===== config.mk =====
export PLATFORM = sky130hd
export DESIGN_NAME = frac_div_ctrl_flat
export DESIGN_NICKNAME = d
export VERILOG_FILES = /design/src/rtl/frac_div_ctrl_pkg.sv /design/src/rtl/frac_div_ctrl_if.sv /design/src/rtl/frac_div_ctrl_acc.sv /design/src/rtl/frac_div_ctrl.sv /design/src/flat_wrapper.sv
export SDC_FILE = /design/constraint.sdc
export NUM_CORES = 1
export LEC_CHECK = 0
export BUFFER_PORTS_ARGS = -buffer_cell sky130_fd_sc_hd__buf_2
export CAP_MARGIN = 15
export CORE_MARGIN = 4
export CORE_UTILIZATION = 50
export DETAILED_ROUTE_END_ITERATION = 10
export HOLD_SLACK_MARGIN = 0.12
export PLACE_DENSITY = 0.8
export SLEW_MARGIN = 40
export SYNTH_ARGS = -nofsm -noshare
export SYNTH_HDL_FRONTEND = slang
export SYNTH_SLANG_ARGS = --single-unit

===== constraint.sdc =====
create_clock -name clk -period 5.2 [get_ports clk]
set_input_delay 1.04 -clock clk [delete_from_list [all_inputs] [get_ports clk]]
set_output_delay 1.04 -clock clk [all_outputs]
set_load 0.005 [all_outputs]

===== src/rtl/frac_div_ctrl_pkg.sv =====
// Shared types and constants for the fractional clock divider controller.
// Optional legality checking of offered ratios is enabled by FRAC_DIV_CTRL_CHECK_EN.
package frac_div_pkg;

   typedef enum logic [1:0] {
      IDLE = 2'd0,
      RUN  = 2'd1,
      STOP = 2'd2
   } state_e;

   localparam int DEF_INT = 2;
   localparam int DEF_NUM = 0;
   localparam int DEF_DEN = 1;
   localparam int MIN_INT = 2;

   // A ratio is usable when every period is at least MIN_INT cycles and num/den < 1.
   function automatic logic ratio_legal(input logic [31:0] i_val,
                                        input logic [31:0] n_val,
                                        input logic [31:0] d_val);
      return (i_val >= 32'(MIN_INT)) && (d_val != 32'd0) && (n_val < d_val);
   endfunction

endpackage


===== src/rtl/frac_div_ctrl_if.sv =====
// Bundle of run control, ratio handshake and divided-clock outputs.
// Optional legality checking of offered ratios is enabled by FRAC_DIV_CTRL_CHECK_EN.
interface frac_div_ctrl_if #(
   parameter int CNT_W  = 8,
   parameter int FRAC_W = 8
);
   import frac_div_pkg::*;

   logic              en;
   logic              cfg_valid;
   logic              cfg_ready;
   logic [CNT_W-1:0]  cfg_int;
   logic [FRAC_W-1:0] cfg_num;
   logic [FRAC_W-1:0] cfg_den;
   logic              cfg_err;
   logic              clk_out;
   logic              tick;
   logic              busy;

   modport master (
      output en, cfg_valid, cfg_int, cfg_num, cfg_den,
      input  cfg_ready, cfg_err, clk_out, tick, busy
   );

   modport slave (
      input  en, cfg_valid, cfg_int, cfg_num, cfg_den,
      output cfg_ready, cfg_err, clk_out, tick, busy
   );

endinterface


===== src/rtl/frac_div_ctrl_acc.sv =====
// Phase accumulator: decides whether the period starting now is long (int+1) or short (int).
// Optional legality checking of offered ratios is enabled by FRAC_DIV_CTRL_CHECK_EN.
module frac_div_acc #(
   parameter int FRAC_W = 8
) (
   input  logic              clk,
   input  logic              rst_n,
   input  logic              clr_i,
   input  logic              step_i,
   input  logic [FRAC_W-1:0] num_i,
   input  logic [FRAC_W-1:0] den_i,
   output logic              long_o
);
   import frac_div_pkg::*;

   logic [FRAC_W-1:0] acc_q, acc_d;
   logic [FRAC_W:0]   sum;
   logic [FRAC_W:0]   diff;

   // The extra sum bit keeps acc+num exact even when both are near full scale.
   assign sum    = {1'b0, acc_q} + {1'b0, num_i};
   assign diff   = sum - {1'b0, den_i};
   assign long_o = (sum >= {1'b0, den_i});

   always_comb begin
      acc_d = acc_q;
      if (clr_i) begin
         acc_d = '0;
      end else if (step_i) begin
         acc_d = long_o ? diff[FRAC_W-1:0] : sum[FRAC_W-1:0];
      end
   end

   always_ff @(posedge clk or negedge rst_n) begin
      if (!rst_n) begin
         acc_q <= '0;
      end else begin
         acc_q <= acc_d;
      end
   end

endmodule


===== src/rtl/frac_div_ctrl.sv =====
// Fractional clock divider controller: mixes int and int+1 periods, retimes ratio updates to boundaries.
// Optional legality checking of offered ratios is enabled by FRAC_DIV_CTRL_CHECK_EN.
module frac_div_ctrl
   import frac_div_pkg::*;
#(
   parameter int CNT_W  = 8,
   parameter int FRAC_W = 8
) (
   input  logic           clk,
   input  logic           rst_n,
   frac_div_ctrl_if.slave ctrl
);

   localparam int LW = CNT_W + 1;

   state_e            state_q, state_d;
   logic [LW-1:0]     cnt_q, cnt_d;
   logic [LW-1:0]     len_q, len_d;
   logic              clk_out_q, clk_out_d;
   logic              tick_q, tick_d;
   logic              busy_q, busy_d;
   logic              ready_q, ready_d;
   logic              pend_q, pend_d;
   logic [CNT_W-1:0]  int_q, int_d, sh_int_q, sh_int_d;
   logic [FRAC_W-1:0] num_q, num_d, sh_num_q, sh_num_d;
   logic [FRAC_W-1:0] den_q, den_d, sh_den_q, sh_den_d;

   logic              acc_clr;
   logic              acc_long;
   logic              running;
   logic              first;
   logic              boundary;
   logic              xfer;
   logic              ok;
   logic [LW-1:0]     cur_len;
   logic [LW-1:0]     cnt_inc;

   assign running = (state_q != IDLE);
   assign first   = running && (cnt_q == '0);
   // The length is only known combinationally in the first cycle; later cycles use the latched copy.
   assign cur_len  = first ? ({1'b0, int_q} + LW'(acc_long)) : len_q;
   assign boundary = running && (cnt_q == (cur_len - LW'(1)));
   assign cnt_inc  = cnt_q + LW'(1);
   assign xfer     = ctrl.cfg_valid && ready_q;

`ifdef FRAC_DIV_CTRL_CHECK_EN
   logic err_q, err_d;

   assign ok    = ratio_legal(32'(ctrl.cfg_int), 32'(ctrl.cfg_num), 32'(ctrl.cfg_den));
   assign err_d = xfer && !ok;

   always_ff @(posedge clk or negedge rst_n) begin
      if (!rst_n) begin
         err_q <= 1'b0;
      end else begin
         err_q <= err_d;
      end
   end

   assign ctrl.cfg_err = err_q;
`else
   assign ok           = 1'b1;
   assign ctrl.cfg_err = 1'b0;
`endif

   frac_div_acc #(
      .FRAC_W (FRAC_W)
   ) u_acc (
      .clk    (clk),
      .rst_n  (rst_n),
      .clr_i  (acc_clr),
      .step_i (first),
      .num_i  (num_q),
      .den_i  (den_q),
      .long_o (acc_long)
   );

   always_comb begin
      state_d   = state_q;
      cnt_d     = cnt_q;
      len_d     = len_q;
      clk_out_d = 1'b0;
      tick_d    = 1'b0;
      ready_d   = ready_q;
      pend_d    = pend_q;
      int_d     = int_q;
      num_d     = num_q;
      den_d     = den_q;
      sh_int_d  = sh_int_q;
      sh_num_d  = sh_num_q;
      sh_den_d  = sh_den_q;
      acc_clr   = 1'b0;

      case (state_q)
         IDLE: begin
            if (ctrl.en) begin
               state_d   = RUN;
               cnt_d     = '0;
               clk_out_d = 1'b1;
               tick_d    = 1'b1;
               acc_clr   = 1'b1;
            end
         end
         RUN, STOP: begin
            if (first) begin
               len_d = cur_len;
            end
            if (boundary) begin
               cnt_d = '0;
               // en high at the boundary edge starts the next period back-to-back.
               if (ctrl.en) begin
                  state_d   = RUN;
                  clk_out_d = 1'b1;
                  tick_d    = 1'b1;
               end else begin
                  state_d = IDLE;
               end
            end else begin
               cnt_d     = cnt_inc;
               clk_out_d = (cnt_inc < (cur_len >> 1));
               state_d   = ctrl.en ? RUN : STOP;
            end
         end
         default: begin
            state_d = IDLE;
         end
      endcase

      if (xfer && ok) begin
         if (state_q == IDLE) begin
            int_d = ctrl.cfg_int;
            num_d = ctrl.cfg_num;
            den_d = ctrl.cfg_den;
         end else begin
            sh_int_d = ctrl.cfg_int;
            sh_num_d = ctrl.cfg_num;
            sh_den_d = ctrl.cfg_den;
            pend_d   = 1'b1;
            ready_d  = 1'b0;
         end
      end

      // pend_q implies ready_q is low, so this never collides with a shadow write.
      if (boundary && pend_q) begin
         int_d   = sh_int_q;
         num_d   = sh_num_q;
         den_d   = sh_den_q;
         pend_d  = 1'b0;
         ready_d = 1'b1;
         acc_clr = 1'b1;
      end

      busy_d = (state_d != IDLE);
   end

   always_ff @(posedge clk or negedge rst_n) begin
      if (!rst_n) begin
         state_q   <= IDLE;
         cnt_q     <= '0;
         len_q     <= LW'(DEF_INT);
         clk_out_q <= 1'b0;
         tick_q    <= 1'b0;
         busy_q    <= 1'b0;
         ready_q   <= 1'b1;
         pend_q    <= 1'b0;
         int_q     <= CNT_W'(DEF_INT);
         num_q     <= FRAC_W'(DEF_NUM);
         den_q     <= FRAC_W'(DEF_DEN);
         sh_int_q  <= CNT_W'(DEF_INT);
         sh_num_q  <= FRAC_W'(DEF_NUM);
         sh_den_q  <= FRAC_W'(DEF_DEN);
      end else begin
         state_q   <= state_d;
         cnt_q     <= cnt_d;
         len_q     <= len_d;
         clk_out_q <= clk_out_d;
         tick_q    <= tick_d;
         busy_q    <= busy_d;
         ready_q   <= ready_d;
         pend_q    <= pend_d;
         int_q     <= int_d;
         num_q     <= num_d;
         den_q     <= den_d;
         sh_int_q  <= sh_int_d;
         sh_num_q  <= sh_num_d;
         sh_den_q  <= sh_den_d;
      end
   end

   assign ctrl.clk_out   = clk_out_q;
   assign ctrl.tick      = tick_q;
   assign ctrl.busy      = busy_q;
   assign ctrl.cfg_ready = ready_q;

endmodule


===== src/flat_wrapper.sv =====
// flat-port wrapper written by rule: the top's interface ports become plain ports
module frac_div_ctrl_flat import frac_div_pkg::*;
#(
   parameter int CNT_W  = 8,
   parameter int FRAC_W = 8
)
  (clk, rst_n, ctrl_en, ctrl_cfg_valid, ctrl_cfg_int, ctrl_cfg_num, ctrl_cfg_den, ctrl_cfg_ready, ctrl_cfg_err, ctrl_clk_out, ctrl_tick, ctrl_busy);
  frac_div_ctrl_if #(.CNT_W(CNT_W), .FRAC_W(FRAC_W)) ctrl_i ();
  input  logic clk;
  input  logic rst_n;
  input wire logic [$bits(ctrl_i.en)-1:0] ctrl_en;
  input wire logic [$bits(ctrl_i.cfg_valid)-1:0] ctrl_cfg_valid;
  input wire logic [$bits(ctrl_i.cfg_int)-1:0] ctrl_cfg_int;
  input wire logic [$bits(ctrl_i.cfg_num)-1:0] ctrl_cfg_num;
  input wire logic [$bits(ctrl_i.cfg_den)-1:0] ctrl_cfg_den;
  output wire logic [$bits(ctrl_i.cfg_ready)-1:0] ctrl_cfg_ready;
  output wire logic [$bits(ctrl_i.cfg_err)-1:0] ctrl_cfg_err;
  output wire logic [$bits(ctrl_i.clk_out)-1:0] ctrl_clk_out;
  output wire logic [$bits(ctrl_i.tick)-1:0] ctrl_tick;
  output wire logic [$bits(ctrl_i.busy)-1:0] ctrl_busy;
  assign ctrl_i.en = ctrl_en;
  assign ctrl_i.cfg_valid = ctrl_cfg_valid;
  assign ctrl_i.cfg_int = ctrl_cfg_int;
  assign ctrl_i.cfg_num = ctrl_cfg_num;
  assign ctrl_i.cfg_den = ctrl_cfg_den;
  assign ctrl_cfg_ready = ctrl_i.cfg_ready;
  assign ctrl_cfg_err = ctrl_i.cfg_err;
  assign ctrl_clk_out = ctrl_i.clk_out;
  assign ctrl_tick = ctrl_i.tick;
  assign ctrl_busy = ctrl_i.busy;
  frac_div_ctrl #(.CNT_W(CNT_W), .FRAC_W(FRAC_W)) u_core (.clk(clk), .rst_n(rst_n), .ctrl(ctrl_i));
endmodule

-- After elaboration in Yosys (flattened, before gate mapping)
Index checks and enable logic that the tools add are counted.
- bits in registers: 81
- input bits: 28
- output and inout port bits: 5
- add/sub/neg operators: 5
- magnitude comparators: 2
- eq/ne operators: 5
- multiplexer cells: 34
- bitwise logic cells: 1
- reductions and logical operators: 18
- operator list (cell ; number):
    $mux W8 ; 12
    $mux W9 ; 3
    $pmux W9 S2 ; 1
    $mux W1 ; 12
    $reduce_bool A2 Y1 ; 6
    $reduce_and A2 Y1 ; 5
    $add A8 B1 Y9 ; 1
    $add A8 B8 Y9 ; 1
    $add A9 B1 Y9 const B ; 1
    $eq A9 B9 Y1 ; 1
    $ge A9 B8 Y1 ; 1
    $logic_not A9 Y1 ; 1
    $lt A9 B8 Y1 ; 1
    $sub A9 B1 Y9 const B ; 1
    $sub A8 B8 Y8 ; 1
    $mux W2 ; 3
    $logic_and A1 B1 Y1 ; 4
    $ne A2 B2 Y1 const B ; 2
    $pmux W1 S2 ; 2
    $pmux W2 S2 ; 1
    $eq A2 B1 Y1 const B ; 1
    $eq A2 B2 Y1 const B ; 1
    $logic_not A2 Y1 ; 1
    $reduce_or A2 Y1 ; 1
    $not A1 Y1 ; 1

-- Logic depth before layout (Yosys ltp)
Gate-level depths: netlist of the first run.
- depth in word-level cells: 10
- gate-level depth with buffers: 28
- depth with buffers taken out: 27

-- Modules after synthesis
A second synthesis of the first run with hierarchy kept.
- cells, all modules: 557
- area total of the unflattened synthesis: 5318.9 µm²
- by module, submodules not included (module ; times used ; cells each ; area each (µm²)):
    frac_div_ctrl ; 1 ; 434 ; 4257.8
    frac_div_acc ; 1 ; 123 ; 1061.0

-- Least setup slack after synthesis of the first run
No wires, ideal clock.
- path type: reg-to-reg
- from: reg u_core.u_acc.acc_q[1]
- to: reg u_core.num_q[4]
- arrival time: 5315 ps
- data required time: 5082 ps
- slack: -234 ps
- cell stages (with the launch flop): 27
- cell sequence: dfrtp_1 -> ha_1 -> a21o_1 -> a21oi_1 -> nor2b_1 -> o21a_1 -> o41a_1 -> xor2_1 -> ha_1 -> nand4_1 -> o21ai_0 -> nor2_1 -> nand2_1 -> clkbuf_1 -> ha_1 -> ha_1 -> mux2i_1 -> ha_1 -> nand2b_1 -> nor3_1 -> o2bb2a_1 -> or4_1 -> o2111ai_1 -> nor3_4 -> buf_4 -> a22o_1 -> a21o_1
- word-level cells in the longest chain between the ends: 10
- elaborated cells between the ends (all ways): 12
- ends and longest elaborated chain (element ; RTL line ; RTL):
    start, declared ; frac_div_ctrl_acc.sv:16 ; logic [FRAC_W-1:0] acc_q, acc_d;
    start signal, assigned ; frac_div_ctrl_acc.sv:36 ; acc_q <= '0;
    start signal, assigned ; frac_div_ctrl_acc.sv:38 ; acc_q <= acc_d;
    $add A8 B8 Y9 * ; frac_div_ctrl_acc.sv:21 ; assign sum = {1'b0, acc_q} + {1'b0, num_i};
    $ge A9 B8 Y1 * ; frac_div_ctrl_acc.sv:23 ; assign long_o = (sum >= {1'b0, den_i});
    $add A8 B1 Y9 * ; frac_div_ctrl.sv:41 ; assign cur_len = first ? ({1'b0, int_q} + LW'(acc_long)) : len_q;
    $mux W9 * ; frac_div_ctrl.sv:41 ;
    $sub A9 B1 Y9 * ; frac_div_ctrl.sv:42 ; assign boundary = running && (cnt_q == (cur_len - LW'(1)));
    $eq A9 B9 Y1 * ; frac_div_ctrl.sv:42 ;
    $logic_and A1 B1 Y1 * ; frac_div_ctrl.sv:42 ;
    $logic_and A1 B1 Y1 * ; frac_div_ctrl.sv:144 ; if (boundary && pend_q) begin
    $reduce_bool A2 Y1 (no source line) ; -- ;
    $reduce_and A2 Y1 (no source line) ; -- ;
    end signal, assigned ; frac_div_ctrl.sv:167 ; num_q <= FRAC_W'(DEF_NUM);
    end signal, assigned ; frac_div_ctrl.sv:182 ; num_q <= num_d;
    end, declared ; frac_div_ctrl.sv:25 ; logic [FRAC_W-1:0] num_q, num_d, sh_num_q, sh_num_d;
Mark *: on every way between the ends. The rest lies on a longest branch, timed or not.
A chain may end at the register's enable or synchronous reset.

-- Worst setup path after layout of the first run
- from: reg u_core.u_acc.acc_q[1]
- to: reg u_core.num_q[7]
The elaborated chain is that of the path after synthesis.

==> metrics.txt, run 1 <==
status=complete, but fails checks; failing checks=negative setup slack; antenna violations before repair=0; vias per cell=6.13; Leakage=about 3.0 nW; first-pass GRT wire length=approximately 21 mm; Pwr Total=about 2.7 mW; Critical Path RT=~5.5 ns; VDD IR-drop max=0.197 mV; Initial Util=0.512; worst-path maximum fanout=8; PnR worst setup slack=-0.303 ns; Routed WL per cell=about 20 µm; WS Path Type=reg2reg; grt total ovfl=0; Max Buffers Root-to-Sink=2; synthesized instance count=between 400 and 500; Slew Limit Fails=0; RSZ-0062 raised after global routing=true; DP HPWL=approximately 8.5 mm; Synth warnings=0; Netlist cell types=55; largest net degree at the start of global routing=between 80 and 90; Inserted Diodes=0; area delta synth->final=25.1%; gpl congestion=approximately 0.9; Routed WL=between 10 and 15 mm; Max Freq=between 0.15 and 0.2 GHz; die height=between 100 and 150 µm; Initial DRC Count=300; I/O Buffers=31; Fin Setup TNS=-9.33 ns; Slew headroom=0.534; post-synthesis sequential area ratio=0.408; CTS tree=yes; share of cells above drive strength 1=0.343; Setup Viol. Count Final=between 40 and 50; root buf cell=clkbuf_8; Worst Tran Pin Value=around 0.70 ns; Worst setup SP type=register; DRC Markers=0; Clk Latency, worst-skew pair=about 0.38 ns; Critical Path End Type=register; commonest non-fill, non-tap cell in the layout=dfrtp_1; H-tree depth=3; fin crit share=1.06; post-route ant nets=0; Vias=about 4.3k; Post-synth EDFFs=0; ys flop type=dfrtp_1; FFs w/ async S/R, synth=1.00; syn_nets=547; Rows=36; CTS buffer count=9; hold crit path type=in2async; CTS sink count=just over 80; Avg Inst Size Synth=10.2 µm²; flops & latches, synth=81; synthesized area=about 5000 µm²; Final Skew=between 0.02 and 0.025 ns; Worst-path clk slew=roughly 0.1 ns; GRT Resource Usage Total=0.233; Post-CTS Hold Buffers=0; crit path DAT=roughly 5.8 ns; full die area=11,600 µm²; leading cell types in the layout, fill and taps excluded=75 x dfrtp_1, 44 x buf_4, 30 x mux2_2, 30 x buf_2; core area=between 9000 and 10,000 µm²; # IOs=33; final hold vios=0; vias in the first global route=between 4k and 5k; Tmin final=5.50 ns; Final #Nets=between 600 and 700; Chip Width=108 µm; Max-Cap Viols=0; TritonRoute pass-1 iters=5; P per Cell Area=around 430 nW/µm²
[what timing repair did]
action                     CTS  global route
resized for setup           36            28
pin swaps                   15            24
setup endpoints to repair   45            47
gates cloned                 2             2
setup buffers               13             5
[cell usage after synthesis (4+ instances only)]
| cell type | number | area (µm²) |
|---|---|---|
| a21oi_1 | 12 | 60.1 |
| o21ai_0 | 23 | 115 |
| o21a_1 | 5 | 37.5 |
| a31oi_1 | 5 | 31.3 |
| clkbuf_1 | 10 | 37.5 |
| o31ai_1 | 4 | 30.0 |
| nor2b_1 | 9 | 56.3 |
| inv_1 | 24 | 90.1 |
| a32o_1 | 6 | 60.1 |
| ha_1 | 30 | 375 |
| a21o_1 | 22 | 165 |
| nor2_1 | 27 | 101 |
| mux2i_1 | 11 | 110 |
| a211oi_1 | 8 | 60.1 |
| dfrtp_1 | 75 | 1880 |
| nand4_1 | 4 | 25.0 |
| xor2_1 | 10 | 87.6 |
| buf_2 | 5 | 25.0 |
| a22o_1 | 16 | 140 |
| nand3_1 | 11 | 55.1 |
| nor3_1 | 19 | 95.1 |
| buf_4 | 5 | 37.5 |
| dfstp_2 | 6 | 158 |
| nand2_1 | 28 | 105 |
| xnor2_1 | 19 | 166 |
| nand2b_1 | 6 | 37.5 |
| or3_1 | 6 | 37.5 |
| a221o_1 | 8 | 80.1 |
| mux2_2 | 30 | 338 |
[area by class of cell]
class,instances,area [µm²]
clock buffers,10,128
clock inverters,6,50.0
fillers,742,3500
inverters,24,90.1
multi-input cells,358,3040
flip-flops and latches,81,2030
well taps,133,166
repair buffers,89,722
[sequential cells by signal, indices dropped and copies added, names as in the netlist]
| signal | cells |
|---|---|
| u_core.sh_int_q | 8 |
| u_core.int_q | 8 |
| u_core.sh_num_q | 8 |
| u_core.u_acc.acc_q | 8 |
| u_core.sh_den_q | 8 |
| u_core.ctrl.clk_out | 1 |
| u_core.len_q | 9 |
| u_core.ctrl.cfg_ready | 1 |
| u_core.state_q | 2 |
| u_core.cnt_q | 9 |
| u_core.ctrl.busy | 1 |
| u_core.den_q | 8 |
| u_core.ctrl.tick | 1 |
| u_core.num_q | 8 |
| u_core.pend_q | 1 |
[critical path, cell delays in order (launching register included)]
cell and delay (ns):
dfrtp_1 0.41, ha_1 0.30, a21o_1 0.17, a21oi_2 0.16
nor2b_1 0.06, o21a_1 0.19, o41a_1 0.32, xor2_1 0.22
ha_1 0.28, nand4_1 0.11, o21ai_1 0.09, nor2_1 0.19
nand2_1 0.16, ha_4 0.21, ha_4 0.23, mux2i_2 0.22
ha_4 0.21, buf_6 0.11, nand3_4 0.07, o2bb2a_4 0.26
buf_4 0.15, xnor2_2 0.16, nand3_2 0.15, nor3_4 0.33
buf_12 0.19, nor2_4 0.07, buf_12 0.18, a21o_1 0.18
[cell families (layout without fill, tap and decap cells)]
| logic type | count (synthesis) | after routing | synth area share |
|---|---|---|---|
| simple gates | 128 | 128 | 0.136 |
| other cells | 1 | 1 | 0.000753 |
| flops | 81 | 81 | 0.408 |
| compound gates | 127 | 127 | 0.186 |
| fa+ha+maj | 32 | 32 | 0.0834 |
| xor+xnor | 29 | 29 | 0.0510 |
| mux | 41 | 41 | 0.0899 |
| buf+inv | 48 | 129 | 0.0442 |
[worst paths after layout]
check / from / end / slack [ns] / cells after the start
min in group clk: u_core.pend_q / u_core.pend_q / 0.51 / 1
setup / recovery: u_core.u_acc.acc_q[1] / u_core.num_q[7] / -0.30 / 27
max in group asynchronous: rst_n / u_core.sh_int_q[1] / 4.09 / 2
setup reg to reg: u_core.u_acc.acc_q[1] / u_core.num_q[7] / -0.30 / 27
hold reg to reg: u_core.pend_q / u_core.pend_q / 0.51 / 1
hold / removal: rst_n / u_core.cnt_q[3] / 0.49 / 1
[power breakdown]
group | internal, mW | switching [mW] | total, mW
clock network | 0.180 | 0.264 | 0.444
registers | 0.709 | 0.0724 | 0.782
logic | 0.667 | 0.800 | 1.47
total | 1.56 | 1.14 | 2.69
[per-layer routing]
layer  routed length, µm  track usage  part of all wire  vias to the layer above
met5                   0            0                 0                        -
met4                 465       0.0920             0.034                        0
met3                 732       0.0504             0.053                       46
met2                7000        0.389              0.51                      184
met1                5520        0.294              0.40                     2127
li1                    -            -                 -                     1938
[through the flow]
| stage | utilization | setup slack (ns) | hold WS, ns | cells | area, µm² |
|---|---|---|---|---|---|
| after floorplan | - | 0.0180 | 0.453 | 487 | 5030 |
| after global placement | 0.563 | -0.164 | 0.479 | 662 | 5480 |
| after detailed placement | 0.564 | -0.420 | 0.492 | 662 | 5490 |
| after CTS | 0.613 | -0.116 | 0.505 | 693 | 5960 |
| after global routing | 0.640 | -0.547 | 0.495 | 701 | 6230 |
| final | 0.640 | -0.303 | 0.489 | 701 | 6230 |
No activity file was read; power rests on OpenSTA's default activity.
==> inputs of run 2 (changes only) <==
--- a/config.mk
+++ b/config.mk
@@ -6,12 +6,11 @@
 export NUM_CORES = 1
 export LEC_CHECK = 0
 export BUFFER_PORTS_ARGS = -buffer_cell sky130_fd_sc_hd__buf_2
-export CAP_MARGIN = 15
 export CORE_MARGIN = 4
 export CORE_UTILIZATION = 50
 export DETAILED_ROUTE_END_ITERATION = 10
 export HOLD_SLACK_MARGIN = 0.12
-export PLACE_DENSITY = 0.8
+export PLACE_DENSITY = 0.78
 export SLEW_MARGIN = 40
 export SYNTH_ARGS = -nofsm -noshare
 export SYNTH_HDL_FRONTEND = slang
==> constraint.sdc (replaced) <==
create_clock -name clk -period 6.66 [get_ports clk]
set_input_delay 1.332 -clock clk [delete_from_list [all_inputs] [get_ports clk]]
set_output_delay 1.332 -clock clk [all_outputs]
set_load 0.005 [all_outputs]
==> run 2 against run 1 <==
First-iteration DRC count shrank 34%; maximum frequency down 10%; critical endpoint is now u_core.den_q[7]; clock-buffer cell count unchanged; total power down 34%; the run now ends clean; global-route usage decreased by 3.5 points; clock power is 21% lower; cell area shrank 13%; non-clock buffer count down 55; cell count down 7.8%; core utilization shrank 8.5 points; sequential cell count did not move; highest routed layer unchanged; largest power group unchanged; largest cell class unchanged; sequential share of layout area rose by 5.0 points.
==> metrics.txt, run 2 (synthesis results as in run 1) <==
Worst setup SP type=register; antenna violations before repair=0; core area=between 9000 and 10,000 µm²; max incr delay on CP=0.39 ns; Hold Path Cell Cnt=1; # IOs=33; VDD IR-drop max=0.130 mV; Pwr Total=1.77 mW; Rows=36; Int Power=between 1 and 1.5 mW; CTS tree=yes; cell depth of the worst setup path=26; worst-path maximum fanout=33; DP HPWL=a little under 8 mm; Switching Share=0.400; gpl congestion=between 0.9 and 1; root buf cell=clkbuf_8; area delta synth->final=8.44%; Setup Viol. Count Final=0; Tmin final=~6 ns; Setup Fix Bufs, Post-CTS=0; Slew headroom=0.487; Max Freq=about 0.16 GHz; TritonRoute pass-1 iters=4; fillers=865; vias per cell=around 5.9; GRT Resource Usage Total=0.198; RSZ-0062 raised after global routing=false; leading cell types in the layout, fill and taps excluded=75 x dfrtp_1, 30 x mux2_2, 30 x ha_1, 30 x buf_2; Initial Util=0.512; Max-Cap Viols=0; Vias=roughly 3.8k; area of the multi-input gates=about 2700 µm²; Max Buffers Root-to-Sink=2; WS Path Type=reg2reg; P per Cell Area=about 330 nW/µm²; Final Skew=roughly 0.013 ns; post-route ant nets=0; Critical Path RT=~6.9 ns; Worst-path clk slew=around 0.08 ns; Inserted Diodes=0; DRC Markers=0; Final #Nets=between 500 and 600; sequential share of power=0.343; Switch Pwr=between 0.7 and 0.8 mW; worst-case reg-to-reg path depth=26; CP top delay family=compound AO/OA/AOI/OAI gates; Crit path buffers/inverters=2; Slew Limit Fails=0; final hold vios=0; Fin Setup TNS=0 ns; Routed WL=10.6 mm; Gate power share=0.459; Regs by FF count=u_core.cnt_q (9), u_core.len_q (9); vias in the first global route=roughly 3.7k; grt total ovfl=0; Chip Width=roughly 110 µm; Routed WL per cell=roughly 16 µm; commonest non-fill, non-tap cell in the layout=dfrtp_1; fin crit share=0.921; CTS sink count=just over 80; final design utilization=0.555; share of cells above drive strength 1=0.185; largest net degree at the start of global routing=82; hold crit path type=reg2reg; number of placed instances, taps included=630; critical path's slowest cell=dfrtp_1; status=finished clean; Layout Cells excl Fill=646; I/O Buffers=31; Initial DRC Count=just under 200; Leakage=around 2.7 nW; clock network fraction of design power=0.198; CP dominant cell by count=ha_1; H-tree depth=3; Clk Latency, worst-skew pair=around 0.36 ns; first-pass GRT wire length=18.3 mm; die height=between 100 and 150 µm; full die area=between 10,000 and 15,000 µm²; CTS buffer count=9; Worst Tran Pin Value=approximately 0.75 ns; register area=2030 µm²; crit path DAT=approximately 6.4 ns; Critical Path End Type=register
-- run 2: cell count changes in the layout (fill, tap and decap cells not counted), sizes merged --
cell	previous run	this run
bufinv	0	1
buf	87	34
clkbuf	12	10
clkinv	1	3
inv	27	24
-- run 2: final timing paths --
kind | startpoint | to | slack, ns
worst max-delay path | u_core.u_acc.acc_q[0] | u_core.den_q[7] | 0.53
worst min-delay path | u_core.int_q[0] | u_core.int_q[0] | 0.49
worst max register to register | u_core.u_acc.acc_q[0] | u_core.den_q[7] | 0.53
worst min register to register | u_core.int_q[0] | u_core.int_q[0] | 0.49
max in group asynchronous | rst_n | u_core.len_q[8] | 5.15
min in group asynchronous | rst_n | u_core.sh_den_q[4] | 0.99
-- run 2: layout make-up --
cell class,instances,area share
multi-input combinational,358,0.506
sequential,81,0.377
timing repair buffer,34,0.0347
tap,133,0.0308
clock buffer,10,0.0236
inverter,24,0.0167
clock inverter,6,0.0111
-- run 2: routing by layer --
metal / part of all wire / GRT usage / up-vias
met2: 0.45 / 0.310 / 115
met5: 0 / 0 / -
met1: 0.48 / 0.279 / 1839
met3: 0.050 / 0.0348 / 15
met4: 0.018 / 0.0640 / 0
li1: - / - / 1832
-- run 2: timing repair --
action	4_1_cts	5_1_grt
resized for setup	0	3
hold buffers	0	0
setup endpoints to repair	0	24
-- run 2: power groups by stage --
stage	clock, mW	combinational [mW]	sequential (mW)
after floorplan	0	0.649	0.593
after global placement	0	0.782	0.612
after detailed placement	0	0.805	0.615
after CTS	0.360	0.808	0.607
after global routing	0.384	0.897	0.617
final	0.352	0.813	0.607
-- run 2: worst reg2reg max path, delay by kind of cell (launching register included) --
kind,cells,cell delay (ns)
adder cells (fa/ha/maj),6,1.55
XOR/XNOR,1,0.11
AO/OA/AOI/OAI,8,2.01
AND/OR/NAND/NOR,8,1.35
buffers and inverters,2,0.36
flip-flops,1,0.39
multiplexers,1,0.23
-- run 2: through the flow --
| step | instance area, µm² | hold WS [ns] | setup WS [ns] |
|---|---|---|---|
| after CTS | 5390 | 0.494 | 0.511 |
| final | 5400 | 0.492 | 0.526 |
| after global routing | 5400 | 0.522 | 0.0164 |
| after detailed placement | 5200 | 0.473 | 0.554 |
| after floorplan | 4980 | 0.453 | 1.23 |
| after global placement | 5200 | 0.465 | 0.856 |
